--- src/rtl/safety_lockstep_ctrl.sv ---
// Lockstep voter that merges the data ports of 2 (DMR) or 3 (TMR) redundant cores onto one memory port.
// Define SAFETY_LOCKSTEP_SKEW_TOL_EN to tolerate up to MaxSkew cycles of request skew between cores.
module safety_lockstep_ctrl #(
   parameter int NumCores = 2,
   parameter int MaxSkew  = 4,
   parameter int CntWidth = 8
) (
   input  logic                      clk_i,
   input  logic                      rst_i,
   input  logic [NumCores-1:0]       core_req_i,
   input  logic [NumCores-1:0]       core_we_i,
   input  logic [NumCores-1:0][3:0]  core_be_i,
   input  logic [NumCores-1:0][31:0] core_addr_i,
   input  logic [NumCores-1:0][31:0] core_wdata_i,
   output logic [NumCores-1:0]       core_gnt_o,
   output logic                      core_rvalid_o,
   output logic [31:0]               core_rdata_o,
   output logic                      mem_req_o,
   input  logic                      mem_gnt_i,
   output logic                      mem_we_o,
   output logic [3:0]                mem_be_o,
   output logic [31:0]               mem_addr_o,
   output logic [31:0]               mem_wdata_o,
   input  logic                      mem_rvalid_i,
   input  logic [31:0]               mem_rdata_i,
   output logic                      fatal_o,
   output logic [NumCores-1:0]       faulty_core_o,
   output logic                      resync_req_o,
   input  logic                      resync_ack_i,
   input  logic                      clear_i,
   output logic [CntWidth-1:0]       mismatch_cnt_o
);

   // state     | meaning
   // ST_RUN    | all cores agree, majority requests forwarded
   // ST_RESYNC | one core outvoted; majority still forwarded, waiting for resync_ack_i
   // ST_FATAL  | no majority; memory port blocked until clear_i
   typedef enum logic [1:0] {ST_RUN, ST_RESYNC, ST_FATAL} state_t;

   if (NumCores != 2 && NumCores != 3) begin : g_bad_cores
      $error("safety_lockstep_ctrl: NumCores must be 2 (DMR) or 3 (TMR)");
   end
   if (MaxSkew < 0) begin : g_bad_skew
      $error("safety_lockstep_ctrl: MaxSkew must not be negative");
   end

   state_t              state, state_nxt;
   logic                outstanding, outstanding_nxt;
   logic [NumCores-1:0] faulty, faulty_nxt;
   logic [CntWidth-1:0] cnt, cnt_nxt;

   logic [69:0]         key [NumCores];
   logic [69:0]         maj_key;
   logic                maj_ok;
   logic [NumCores-1:0] odd;
   logic                window, any_req, all_req, partial, hold;
   logic                eval, fwd, single, nomaj;

   // A non-requesting core votes with an all-zero key, so partial requests
   // split the cores into a requesting and a non-requesting group.
   always_comb begin
      for (int i = 0; i < NumCores; i++) begin
         key[i] = core_req_i[i]
                  ? {1'b1, core_we_i[i], core_be_i[i], core_addr_i[i], core_wdata_i[i]}
                  : '0;
      end
   end

   always_comb begin
      maj_key = key[0];
      maj_ok  = 1'b0;
      odd     = '0;
      if (NumCores == 2) begin
         maj_ok = (key[0] == key[1]);
      end else if (key[0] == key[1]) begin
         maj_ok              = 1'b1;
         odd[NumCores-1]     = (key[0] != key[NumCores-1]);
      end else if (key[0] == key[NumCores-1]) begin
         maj_ok = 1'b1;
         odd[1] = 1'b1;
      end else if (key[1] == key[NumCores-1]) begin
         maj_ok  = 1'b1;
         odd[0]  = 1'b1;
         maj_key = key[1];
      end
   end

   assign window  = (state != ST_FATAL) && !outstanding;
   assign any_req = |core_req_i;
   assign all_req = &core_req_i;
   assign partial = any_req && !all_req;

`ifdef SAFETY_LOCKSTEP_SKEW_TOL_EN
   localparam int SkewW = (MaxSkew < 1) ? 1 : $clog2(MaxSkew + 1);
   localparam logic [SkewW-1:0] SkewLoad = SkewW'(MaxSkew);

   logic [SkewW-1:0] skew_left;

   always_ff @(posedge clk_i or posedge rst_i) begin
      if (rst_i) begin
         skew_left <= SkewLoad;
      end else if (!(window && partial)) begin
         skew_left <= SkewLoad;
      end else if (skew_left != '0) begin
         skew_left <= skew_left - SkewW'(1);
      end
   end

   // Partial requests are only judged on the cycle the skew budget runs out.
   assign hold = window && partial && (skew_left != '0);
`else
   assign hold = 1'b0;
`endif

   assign eval   = window && any_req && !hold;
   assign fwd    = eval && maj_ok && maj_key[69];
   assign single = eval && maj_ok && (|odd);
   assign nomaj  = eval && !maj_ok;

   assign mem_req_o      = fwd && !rst_i;
   assign {mem_we_o, mem_be_o, mem_addr_o, mem_wdata_o} = mem_req_o ? maj_key[68:0] : '0;
   assign core_gnt_o     = {NumCores{mem_req_o && mem_gnt_i}};
   assign core_rvalid_o  = mem_rvalid_i && !rst_i;
   assign core_rdata_o   = rst_i ? '0 : mem_rdata_i;
   assign fatal_o        = (state == ST_FATAL);
   assign resync_req_o   = (state == ST_RESYNC);
   assign faulty_core_o  = faulty;
   assign mismatch_cnt_o = cnt;

   always_comb begin
      state_nxt       = state;
      faulty_nxt      = faulty;
      cnt_nxt         = cnt;
      outstanding_nxt = outstanding;

      if (mem_rvalid_i) begin
         outstanding_nxt = 1'b0;
      end else if (mem_req_o && mem_gnt_i) begin
         outstanding_nxt = 1'b1;
      end

      if ((single || nomaj) && (cnt != '1)) begin
         cnt_nxt = cnt + CntWidth'(1);
      end

      case (state)
         ST_FATAL: begin
            if (clear_i) begin
               state_nxt  = ST_RUN;
               faulty_nxt = '0;
            end
         end
         default: begin
            // A fresh disagreement outranks a coincident resync acknowledge.
            if (nomaj) begin
               state_nxt = ST_FATAL;
            end else if (single) begin
               state_nxt  = ST_RESYNC;
               faulty_nxt = odd;
            end else if ((state == ST_RESYNC) && resync_ack_i) begin
               state_nxt  = ST_RUN;
               faulty_nxt = '0;
            end
         end
      endcase
   end

   always_ff @(posedge clk_i or posedge rst_i) begin
      if (rst_i) begin
         state       <= ST_RUN;
         outstanding <= 1'b0;
         faulty      <= '0;
         cnt         <= '0;
      end else begin
         state       <= state_nxt;
         outstanding <= outstanding_nxt;
         faulty      <= faulty_nxt;
         cnt         <= cnt_nxt;
      end
   end

endmodule

--- config.mk ---
export PLATFORM = sky130hd
export DESIGN_NAME = safety_lockstep_ctrl
export DESIGN_NICKNAME = d
export VERILOG_FILES = /design/src/rtl/safety_lockstep_ctrl.sv
export SDC_FILE = /design/constraint.sdc
export NUM_CORES = 1
export LEC_CHECK = 0
export ABC_AREA = 1
export CORE_AREA = 3 3 113 115
export CTS_CLUSTER_DIAMETER = 60
export DETAILED_ROUTE_END_ITERATION = 6
export DIE_AREA = 0 0 116 118
export GPL_TIMING_DRIVEN = 0
export MAX_ROUTING_LAYER = met4
export PLACE_DENSITY = 0.71
export SLEW_MARGIN = 10
export SYNTH_ARGS = -nofsm -noshare
export SYNTH_HDL_FRONTEND = slang
export SYNTH_SLANG_ARGS = --single-unit
--- constraint.sdc ---
create_clock -name clk_i -period 3.55 [get_ports clk_i]
set_clock_uncertainty 0.1 [all_clocks]
set_input_delay 0.71 -clock clk_i [delete_from_list [all_inputs] [get_ports clk_i]]
set_output_delay 0.71 -clock clk_i [all_outputs]
set_load 0.01 [all_outputs]
# == Yosys cells after proc, flatten, opt, wreduce, memory -nomap -nowiden ==
# Cells that the tools add are included.
# totals
ff_bits,13
elab_cells,43
# op_classes
eq_ne,7
add_sub_neg,1
muxes,12
n_reduce_logical,19
# ops
op,n
$mux W70,2
$eq A70 B70 Y1,1
$mux W69,1
$mux W32,1
$mux W2,6
$logic_and A1 B1 Y1,10
$add A8 B1 Y8 const B,1
$ne A8 B8 Y1 const B,1
$ne A2 B2 Y1 const B,2
$reduce_bool A2 Y1,2
$logic_not A1 Y1,3
$reduce_and A3 Y1,1
$reduce_bool A3 Y1,1
$eq A2 B1 Y1 const B,1
$eq A2 B2 Y1 const B,1
$mux W1,2
$ne A2 B1 Y1 const B,1
$reduce_and A2 Y1,1
$reduce_or A2 Y1,1

# == Depth between registers and ports, before layout ==
# Gate-level depths: netlist (run 1).
# depth
depth_word,9
ltp_mapped,15
ltp_nobuf,13

# == Least setup slack after synthesis (run 1) ==
# No wires, ideal clock.
# synth_path
path_type,input -> output
start,input core_req_i[1]
end,output mem_addr_o[27]
t_arrival_ns,2.494
setup_slack_ns,0.246
path_stages,13
n_path_buf,3
cell_sequence,buf_2 > buf_2 > inv_1 > ha_1 > or2_1 > nor2_1 > inv_1 > nor2_1 > nand3_1 > nor2_2 > nand2_1 > buf_2 > nor2_1
# synth_via
elab_chain_cells,6
elab_cells_between_ends,8
classes_between,eq/ne (1); mux (2); reduce/logical (5)
# synth_lines
item,line,rtl
start: declaration,10,"input logic [NumCores-1:0] core_req_i,"
$mux W70 or $reduce_or A2 Y1 (tied branches),"64, 89",
$eq A70 B70 Y1 or $logic_and A1 B1 Y1 (tied branches),n/a,
$logic_and A1 B1 Y1 (*),n/a,
$logic_and A1 B1 Y1 (*),116,assign fwd = eval && maj_ok && maj_key[69];
$logic_and A1 B1 Y1 (*),120,assign mem_req_o = fwd && !rst_i;
$mux W69 (*),121,"assign {mem_we_o, mem_be_o, mem_addr_o, mem_wdata_o} = mem_req_o ? maj_key[68:0] : '0;"
end: declaration,22,"output logic [31:0] mem_addr_o,"
# Every way passes the cells marked *; elsewhere a longest branch is shown, timed or not.

# == Final worst setup path (run 1) ==
# layout_path
start,input core_addr_i[30] in the netlist's numbering
end,output mem_wdata_o[8]
# layout_via
elab_chain_cells,6
# layout_lines
item,line,rtl
start: declaration,13,"input logic [NumCores-1:0][31:0] core_addr_i,"
$mux W70,64,"? {1'b1, core_we_i[i], core_be_i[i], core_addr_i[i], core_wdata_i[i]}"
$eq A70 B70 Y1,n/a,
$logic_and A1 B1 Y1,n/a,
$logic_and A1 B1 Y1,116,
$logic_and A1 B1 Y1,120,
$mux W69,121,
end: declaration,23,"output logic [31:0] mem_wdata_o,"
# No other way between the ends.

==> results of run 1 <==
==> path summary, 6_finish.rpt <==
| path | cells past startpoint | from | endpoint |
|---|---|---|---|
| max in group asynchronous | 3 | rst_i | outstanding |
| worst min register to register | 2 | mismatch_cnt_o[6] | mismatch_cnt_o[6] |
| worst min-delay path | 2 | mismatch_cnt_o[6] | mismatch_cnt_o[6] |
| min in group asynchronous | 3 | rst_i | mismatch_cnt_o[4] |
| worst max-delay path | 15 | core_addr_i[30] | mem_wdata_o[8] |
| worst max register to register | 7 | mismatch_cnt_o[0] | mismatch_cnt_o[1] |
==> routing by layer <==
layer  global-route usage, %  vias up
met3                   3.290       33
met5                       -        -
met2                   43.63      263
met1                   33.64     2336
met4                   5.874        0
li1                        -     2655
==> through the flow <==
stage / std cells / hold WS (ns) / setup TNS, ns
6_report: 1132 / 0.4525 / 0
5_1_grt: 1132 / 0.4584 / -0.1906
4_1_cts: 1119 / 0.4512 / -0.0008686
3_5_place_dp: 1109 / 0.4283 / -64.94
3_3_place_gp: 1109 / 0.4204 / -62.88
2_1_floorplan: 675 / 0.4030 / 0
==> worst max-delay path, delay by kind of cell <==
kind	cells	cell delay (ns)
and+or+nand+nor	11	1.09
buffers and inverters	4	0.90
==> power by group through the flow <==
stage	sequential, mW	combinational [mW]	clock [mW]
2_1_floorplan	0.196	0.291	0
3_3_place_gp	0.191	0.690	0
3_5_place_dp	0.192	0.696	0
4_1_cts	0.192	0.694	0.228
5_1_grt	0.200	0.813	0.231
6_report	0.193	0.741	0.226
==> state kept, by name (all words and copies together) (netlist names) <==
register        flops
mismatch_cnt_o      8
outstanding         1
state               1
==> layout make-up <==
cell class              instances  area, sq um
fillers                      1233         4947
inverters                     120        457.9
plain buffers                  39        416.7
repair buffers                302         2998
diodes                          4        10.01
flip-flops and latches         10        250.2
well taps                     147        183.9
clock buffers                   4        88.84
multi-input cells             506         2559
==> cells by family (layout without fill, tap and decap cells) <==
family,Yosys count,in the layout
compound gates,19,19
xor+xnor,22,22
fa+ha+maj,2,2
buf+inv,159,465
flops,10,10
other cells,1,7
simple gates,460,460
==> placed cells by master (no fill, tap or decap), types with 16 or more instances in the layout <==
cell / instances
sky130_fd_sc_hd__clkdlybuf4s15_1: 16
sky130_fd_sc_hd__nor2_1: 103
sky130_fd_sc_hd__buf_6: 21
sky130_fd_sc_hd__dlygate4sd2_1: 66
sky130_fd_sc_hd__nand3_1: 87
sky130_fd_sc_hd__dlymetal6s2s_1: 67
sky130_fd_sc_hd__inv_1: 118
sky130_fd_sc_hd__nand2_1: 187
sky130_fd_sc_hd__buf_4: 16
sky130_fd_sc_hd__buf_2: 31
sky130_fd_sc_hd__nor2_2: 26
sky130_fd_sc_hd__clkdlybuf4s50_1: 97
==> what timing repair did <==
item | 4_1_cts | 5_1_grt
setup endpoints to repair | 72 | 72
gates resized for setup | 314 | 180
gates cloned | 2 | 1
pin swaps | 15 | 73
hold endpoints to repair | 0 | 0
setup buffers | 4 | 8
==> impl_metrics.csv, run 1 <==
group,metric,value,unit
synth,yosys.cell_count.top_type,"sky130_fd_sc_hd__nand2_1",
pwr,switching_power,0.4591,mW
pwr,totalPowerFinal,1.159,mW
die,die_area,13690,sq um
grt,grt_use_total,26.18,%
setup_path,path_common_cell,"sky130_fd_sc_hd__nand2_1",
cells_and_area,post_route_cells_drive_above_1_share,17.33,%
clock_network,root_buffer,"sky130_fd_sc_hd__clkbuf_16",
synth,synth_xor_xnor_area_share,6.109,%
detailed_routing,total_via_count_in_the_routed_design,5287,
timing,finalHoldViolations,0,
timing,fmaxAchievable,283.7,MHz
place,finalWeightedCongestion,0.8971,
cells_and_area,area_growth_syn_to_layout,120.8,%
clock_network,clk_latency,0.24,ns
synth,synth_top_cell_by_area,"sky130_fd_sc_hd__nand2_1",
detailed_routing,drt_pass1_iterations,5,
job,drv.max_cap_violation_count,0,
synth,synth_top_cell_area_share,24.04,%
grt,number_of_antenna_violations_at_the_first_check_in_global_routing,4,
synth,synth_seq_area_share,7.933,%
die,floorplan.initialDensity,26.48,%
timing,layout_setup_ws,0.02552,ns
clock_network,tritoncts_num_sinks,10,
die,num_io_pins,295,
setup_path,worst-path-max-fanout,6,
synth,yosys.area_share.simple,60.61,%
synth,compound_gate_fraction_of_synth_area,3.530,%
clock_network,holdBufCountCts,0,
synth,synth.top_cells.by_count,"202 x sky130_fd_sc_hd__nand2_1, 138 x sky130_fd_sc_hd__nor2_1, 119 x sky130_fd_sc_hd__inv_1, 96 x sky130_fd_sc_hd__nand3_1, 23 x sky130_fd_sc_hd__buf_2",
detailed_routing,detail-route-antenna-nets,0,
synth,ys_warn_count,0,
synth,syn-mean-instance-area,4.687,sq um
synth,largest_family_of_logic_cells_by_synthesized_area,"simple AND/OR/NAND/NOR gates",
setup_path,critPathKind,"in2out",
hold_path,worstHoldPathType,"reg2reg",
pwr,combinational_cell_fraction_of_total_power,63.9,%
run_status,status,"finished, final reports clean",
setup_path,cp_slowest_cell,"sky130_fd_sc_hd__clkdlybuf4s50_1",
synth,syn-instance-count,673,
clock_network,tritoncts,"built",
pwr,p_seq_share,16.6,%
pwr,powerDensity,166.5,nW/um^2
synth,yosysUniqueCellTypes,24,
place,port_buffers,287,
clock_network,cts-buffers-inserted,3,
clock_network,clk_pin_slew_worst_paths,0.04,ns
synth,yosys_register_bits,10,
setup_path,critical_path.cell_chain,"clkdlybuf4s50_1 > nand3_1 > nand2_1 > nor2_1 > nand2_1 > nor2_1 > nand2_1 > nor2_2 > nand2_2 > nor2_4 > nand2_8 > buf_12 > buf_8 > nor2_4 > buf_6",
detailed_routing,wl,18.65,mm
grt,grt_first_pass_wirelength,27.59,mm
synth,dominantRegCellSynth,"sky130_fd_sc_hd__dfrtp_1",
synth,yosys.area_share.adder,0.7933,%
setup_path,critPathMaxStageDelay,0.46,ns
pwr,net_sw_share,39.59,%
pwr,clock_power_share,19.5,%
synth,synthTopCellsByArea,"sky130_fd_sc_hd__nand2_1 24%, sky130_fd_sc_hd__nor2_1 16%, sky130_fd_sc_hd__nand3_1 15%, sky130_fd_sc_hd__inv_1 14%, sky130_fd_sc_hd__dfrtp_1 7.9%",
detailed_routing,route.detailed.vias_per_inst,4.670,
timing,number_of_pins_with_negative_max_slew_slack_in_the_final_report,0,
die,die_h,118,microns
pwr,internal_power,0.7004,mW
timing,final.period_utilization,99.28,%
detailed_routing,drt-met1-wl,7.718,mm
grt,maximum_number_of_pins_on_one_net_before_global_route_repair,11,
cells_and_area,stdcell_area,6964,sq um
place,post-dp-hpwl,14.18,mm
clock_network,cts_max_path_buffers,2,
die,design.core.area,11910,sq um
grt,grt-ovfl-total,0,
cells_and_area,nNetsFinal,1162,
setup_path,worst_setup_path_start_kind,"input pin",
die,die_width,116,microns
grt,grt_pass1_vias,5142,
detailed_routing,detail_route.iter0.violations,402,
place,dpl_cell_area,6218,sq um
detailed_routing,route.detailed.wl_per_inst,16.48,microns
pwr,peakVddDrop,184.4,uV
detailed_routing,route.met2.wl,9.068,mm
timing,period_needed,3.524,ns
clock_network,ctsHtreeMaxLevel,1,
setup_path,critPathRequiredTime,2.74,ns
die,placement_rows,40,
cells_and_area,fin_util,58.47,%
setup_path,arrival,2.71,ns
setup_path,timing.reg2reg.setup_slack,1.83,ns
synth,yosys-mux-area-fraction,0,%
detailed_routing,route.met3.wl,1.414,mm
pwr,power.leakage,4.277,nW
setup_path,worstSetupEndpointType,"output port",
detailed_routing,drc_violations,0,
detailed_routing,route.top_layer_used,"met4",
synth,synth_enable_flop_cells,0,
place,post-place-ws,-0.9902,ns
synth,syn_area,3154,sq um
timing,final_setup_violating_endpoints,0,
synth,synth_async_sr_flop_share,100.0,%
Note: power is estimated with default switching activity, not from simulation.
==> inputs of run 2 (changes only) <==
GPL_ROUTABILITY_DRIVEN = 0   (was unset)
TNS_END_PERCENT = 20   (was unset)
==> impl_metrics.csv, run 2 (synthesized netlist as in run 1, its figures left out) <==
group,metric,value,unit
run_status,status,"finished, final reports clean",
pwr,powerDensity,167.0,nW/um^2
detailed_routing,wl,18.49,mm
grt,grt_pass1_vias,5114,
grt,grt_first_pass_wirelength,27.50,mm
setup_path,worst_setup_path_start_kind,"input pin",
pwr,peakVddDrop,175.5,uV
cells_and_area,nNetsFinal,1162,
die,die_area,13690,sq um
cells_and_area,final-seq-area,250.2,sq um
clock_network,cts-buffers-inserted,3,
cells_and_area,area_growth_syn_to_layout,119.7,%
timing,final.period_utilization,99.41,%
setup_path,critical_path.reg2reg.endpoint,"mismatch_cnt_o[1]",
cells_and_area,largest_register_ff_count,8,
place,post-place-ws,-0.9902,ns
die,num_io_pins,295,
clock_network,clk_pin_slew_worst_paths,0.04,ns
detailed_routing,route.detailed.vias_per_inst,4.646,
timing,fmaxAchievable,283.4,MHz
timing,number_of_pins_with_negative_max_slew_slack_in_the_final_report,0,
setup_path,worst-path-max-fanout,5,
cells_and_area,final_cell_mix,"187 x sky130_fd_sc_hd__nand2_1, 118 x sky130_fd_sc_hd__inv_1, 107 x sky130_fd_sc_hd__nor2_1",
clock_network,cts_max_path_buffers,2,
hold_path,worst_hold_path.num_cells,2,
clock_network,root_buffer,"sky130_fd_sc_hd__clkbuf_16",
grt,maximum_number_of_pins_on_one_net_before_global_route_repair,11,
setup_path,rr_startpoint,"mismatch_cnt_o[0]",
detailed_routing,total_via_count_in_the_routed_design,5259,
detailed_routing,drc_violations,0,
detailed_routing,detail_route.iter0.violations,372,
clock_network,holdBufCountCts,0,
die,placement_rows,40,
cells_and_area,filler_cell_count,1242,
job,drv.max_cap_violation_count,0,
clock_network,clk_latency,0.24,ns
timing,final_setup_violating_endpoints,0,
place,port_buffers,287,
timing,finalHoldViolations,0,
grt,grt_use_total,26.08,%
grt,grt-ovfl-total,0,
cells_and_area,stdcell_area,6930,sq um
hold_path,worstHoldPathType,"reg2reg",
pwr,power.leakage,4.244,nW
cells_and_area,layout.cells.most_common,"sky130_fd_sc_hd__nand2_1",
detailed_routing,drt_pass1_iterations,5,
cells_and_area,post_route_cells_drive_above_1_share,16.82,%
detailed_routing,route.detailed.wl_per_inst,16.33,microns
timing,layout_setup_ws,0.02080,ns
clock_network,ctsHtreeMaxLevel,1,
timing,unrepaired_setup_endpoints_after_global_routing,"yes",
grt,number_of_antenna_violations_at_the_first_check_in_global_routing,4,
die,floorplan.initialDensity,26.48,%
die,die_h,118,microns
clock_network,tritoncts_num_sinks,10,
setup_path,critPathRequiredTime,2.74,ns
hold_path,worst_hold_startpoint,"mismatch_cnt_o[6]",
setup_path,arrival,2.72,ns
place,dpl_cell_area,6218,sq um
clock_network,tritoncts,"built",
cells_and_area,multi_input_comb_area,2559,sq um
place,post-dp-hpwl,14.18,mm
setup_path,timing.reg2reg.setup_slack,1.82,ns
setup_path,critPathMaxStageDelay,0.46,ns
setup_path,timing.reg2reg.worst_path_depth,7,
setup_path,worstSetupEndpointType,"output port",
die,design.core.area,11910,sq um
setup_path,critPathKind,"in2out",
setup_path,critical_path.cell_chain,"clkdlybuf4s50_1 > nand2_1 > xor2_1 > nor2_1 > nand3_1 > nor2_2 > nand3_2 > nor2_4 > nand2_8 > buf_12 > buf_12 > nor2_4 > buf_6",
detailed_routing,detail-route-antenna-nets,0,
die,die_width,116,microns
setup_path,cp_slowest_cell,"sky130_fd_sc_hd__clkdlybuf4s50_1",
timing,period_needed,3.529,ns
hold_path,timing.hold.worst_endpoint,"mismatch_cnt_o[6]",
-- run 2: changes by cell type in the layout (fill, tap and decap cells not counted), sizes merged --
cell and change:
clkbuf +1, clkdlybuf4s15 -5, clkdlybuf4s50 +7, dlygate4sd2 +1, dlymetal6s2s -4
-- run 2: report_power, final --
group          leakage [nW]  total (mW)  switching, mW  internal (mW)
clock                0.0442       0.224         0.0547          0.170
combinational          4.07       0.741          0.353          0.388
sequential            0.132       0.192         0.0477          0.144
-- run 2: per-stage QoR --
stage               std cells  utilization, %  total power, mW  TNS (ns)  hold WS [ns]
floorplan                 675               -           0.4866         0        0.4030
global placement         1109           52.21           0.8807    -62.88        0.4204
detailed placement       1109           52.21           0.8873    -64.94        0.4283
CTS                      1118           53.30            1.115  -0.03546        0.4512
global route             1132           58.18            1.242   -0.8357        0.4584
finish                   1132           58.18            1.158         0        0.4502
-- run 2: worst max-delay path by stage --
stage,to,start,slack (ns)
global placement,mem_wdata_o[9],core_req_i[1],-0.99
floorplan,mem_addr_o[27],core_req_i[1],0.25
finish,mem_wdata_o[8],core_wdata_i[39],0.02
detailed placement,mem_wdata_o[9],core_req_i[1],-0.99
global route,mem_wdata_o[0],core_wdata_i[33],-0.03
CTS,mem_wdata_o[6],core_addr_i[34],-0.01
-- run 2: area by class of cell --
type	instances	area share, %
Clock buffer	4	1.282
Multi-Input combinational cell	506	36.92
Tap cell	147	2.654
Inverter	120	6.608
Buffer	39	5.976
Timing Repair Buffer	302	42.81
Sequential cell	10	3.611
Antenna cell	4	0.1444
-- run 2: per-layer routing --
| layer | GRT usage (%) | vias up | routed length [microns] |
|---|---|---|---|
| met5 | - | - | 0 |
| met4 | 5.584 | 0 | 418 |
| met3 | 3.290 | 33 | 1323 |
| met2 | 43.56 | 256 | 9032 |
| met1 | 33.52 | 2320 | 7712 |
| li1 | - | 2650 | - |
-- run 2: critical path, delay by kind of cell --
kind	cells	cell delay, ns
and+or+nand+nor	8	0.96
buffers and inverters	4	0.89
xor gates and xnor gates	1	0.15
-- run 2: what timing repair did --
action | 4_1_cts | 5_1_grt
setup buffers | 4 | 9
setup endpoints to repair | 72 | 72
gates resized for setup | 297 | 183
cloned | 1 | 1
pin swaps | 15 | 78
==> inputs of run 3 (changes only) <==
CAP_MARGIN = 40   (was unset)
clock period = 3.25 ns   (was 3.55 ns; I/O delays follow)
==> impl_metrics.csv, run 3 (synthesized netlist as in run 1, its figures left out) <==
group,metric,value,unit
grt,maximum_number_of_pins_on_one_net_before_global_route_repair,11,
cells_and_area,nNetsFinal,1179,
die,num_io_pins,295,
run_status,status,"complete, but fails checks",
die,die_width,116,microns
grt,global_route.usage.met3,3.085,%
cells_and_area,area_growth_syn_to_layout,133.0,%
place,dpl_cell_area,6218,sq um
timing,fmaxAchievable,298.7,MHz
timing,finalSetupTns,-2.043,ns
grt,grt_pass1_vias,5151,
job,drv.max_cap_violation_count,0,
clock_network,tritoncts,"built",
clock_network,clk_latency,0.24,ns
clock_network,holdBufCountCts,0,
detailed_routing,drt_pass1_iterations,5,
timing,final.period_utilization,103.0,%
grt,number_of_antenna_violations_at_the_first_check_in_global_routing,7,
clock_network,ctsHtreeMaxLevel,1,
setup_path,worst-path-max-fanout,7,
cells_and_area,stdcell_area,7348,sq um
timing,number_of_pins_with_negative_max_slew_slack_in_the_final_report,0,
clock_network,root_buffer,"sky130_fd_sc_hd__clkbuf_16",
detailed_routing,route.detailed.vias_per_inst,4.670,
die,die_area,13690,sq um
run_status,violations,"negative setup slack",
place,post-dp-hpwl,14.18,mm
clock_network,tritoncts_num_sinks,10,
clock_network,cts_max_path_buffers,2,
timing,layout_setup_ws,-0.09835,ns
grt,grt-ovfl-total,0,
detailed_routing,drc_violations,0,
setup_path,critPathRequiredTime,2.50,ns
setup_path,worst_setup_path_start_kind,"input pin",
cells_and_area,layout.cells.most_common,"sky130_fd_sc_hd__nand2_1",
grt,grt_first_pass_wirelength,27.70,mm
setup_path,arrival,2.60,ns
setup_path,worstSetupEndpointType,"output port",
clock_network,clk_pin_slew_worst_paths,0.04,ns
detailed_routing,detail_route.iter0.violations,361,
setup_path,critPathKind,"in2out",
pwr,powerDensity,179.9,nW/um^2
grt,grtUsageMet1,34.05,%
die,placement_rows,40,
pwr,peakVddDrop,206.2,uV
die,die_h,118,microns
detailed_routing,wl,19.62,mm
hold_path,worstHoldPathType,"reg2reg",
setup_path,timing.reg2reg.setup_slack,1.52,ns
detailed_routing,total_via_count_in_the_routed_design,5380,
die,design.core.area,11910,sq um
timing,period_needed,3.348,ns
timing,whs,0.4441,ns
die,floorplan.initialDensity,26.48,%
cells_and_area,final_cell_mix,"186 x sky130_fd_sc_hd__nand2_1, 117 x sky130_fd_sc_hd__inv_1, 100 x sky130_fd_sc_hd__nor2_1",
grt,grt_use_total,26.26,%
clock_network,cts-buffers-inserted,3,
grt,globalRouteMet2Util,43.78,%
cells_and_area,post_route_cells_drive_above_1_share,23.05,%
timing,final_setup_violating_endpoints,34,
detailed_routing,route.detailed.wl_per_inst,17.03,microns
timing,finalHoldViolations,0,
place,post-place-ws,-1.170,ns
timing,unrepaired_setup_endpoints_after_global_routing,"yes",
cells_and_area,largest_register_ff_count,8,
detailed_routing,detail-route-antenna-nets,0,
grt,top_usage_layer,"met2",
pwr,power.leakage,4.354,nW
place,port_buffers,287,
run 3: cell types whose count changed in the layout (fill, tap and decap cells not counted), sizes merged:
cell,delta
clkdlybuf4s50,-25
buf,+18
clkinv,+1
diode,+3
clkdlybuf4s15,-4
clkbuf,+36
dlymetal6s2s,-14
inv,-1
dlygate4sd2,+6
run 3: per-stage QoR:
stage	power, mW	utilization [%]	cells
6_report	1.322	61.69	1152
5_1_grt	1.411	61.69	1152
4_1_cts	1.221	53.96	1123
3_5_place_dp	0.9692	52.21	1109
3_3_place_gp	0.9620	52.21	1109
2_1_floorplan	0.5316	-	675
run 3: repair_timing:
item | 4_1_cts | 5_1_grt
setup buffers | 9 | 9
pin swaps | 52 | 59
gates cloned | 1 | 13
gates resized for setup | 370 | 276
setup endpoints to repair | 72 | 72
run 3: cell type report:
type / count / area [sq um]
well taps: 147 / 183.9
flip-flops and latches: 10 / 250.2
multi-input cells: 506 / 2626
clock buffers: 4 / 88.84
diodes: 7 / 17.52
fillers: 1163 / 4563
plain buffers: 39 / 578.1
repair buffers: 319 / 3138
inverters: 120 / 465.4
run 3: worst paths after layout:
path,cells past startpoint,end,startpoint
setup reg to reg,7,mismatch_cnt_o[0],mismatch_cnt_o[0]
hold reg to reg,2,mismatch_cnt_o[6],mismatch_cnt_o[6]
min in group asynchronous,3,mismatch_cnt_o[4],rst_i
setup / recovery,13,mem_wdata_o[8],core_wdata_i[32]
hold / removal,2,mismatch_cnt_o[6],mismatch_cnt_o[6]
max in group asynchronous,3,mismatch_cnt_o[0],rst_i
run 3: report_power, final:
| part | total [mW] | leakage (nW) | switching [mW] | internal (mW) |
|---|---|---|---|---|
| clock | 0.246 | 0.0442 | 0.0610 | 0.185 |
| sequential | 0.211 | 0.132 | 0.0531 | 0.158 |
| combinational | 0.865 | 4.18 | 0.403 | 0.462 |
| total | 1.32 | 4.35 | 0.518 | 0.805 |
run 3: worst max-delay path, stage by stage:
cell                              delay [ns]
sky130_fd_sc_hd__clkdlybuf4s50_1        0.46
sky130_fd_sc_hd__nand2_1                0.06
sky130_fd_sc_hd__xor2_1                 0.16
sky130_fd_sc_hd__nor2_1                 0.08
sky130_fd_sc_hd__inv_1                  0.05
sky130_fd_sc_hd__nor2_2                 0.12
sky130_fd_sc_hd__nand3_2                0.11
sky130_fd_sc_hd__nor2_4                 0.20
sky130_fd_sc_hd__nand2_8                0.14
sky130_fd_sc_hd__buf_12                 0.18
sky130_fd_sc_hd__buf_12                 0.15
sky130_fd_sc_hd__nor2_4                 0.11
sky130_fd_sc_hd__buf_6                  0.13
run 3: metal layers:
| metal | wire (microns) | part of all wire [%] | vias up |
|---|---|---|---|
| li1 | - | - | 2696 |
| met1 | 8508 | 43 | 2415 |
| met2 | 9454 | 48 | 242 |
| met3 | 1309 | 6.7 | 27 |
| met4 | 344 | 1.8 | 0 |
| met5 | 0 | 0 | - |
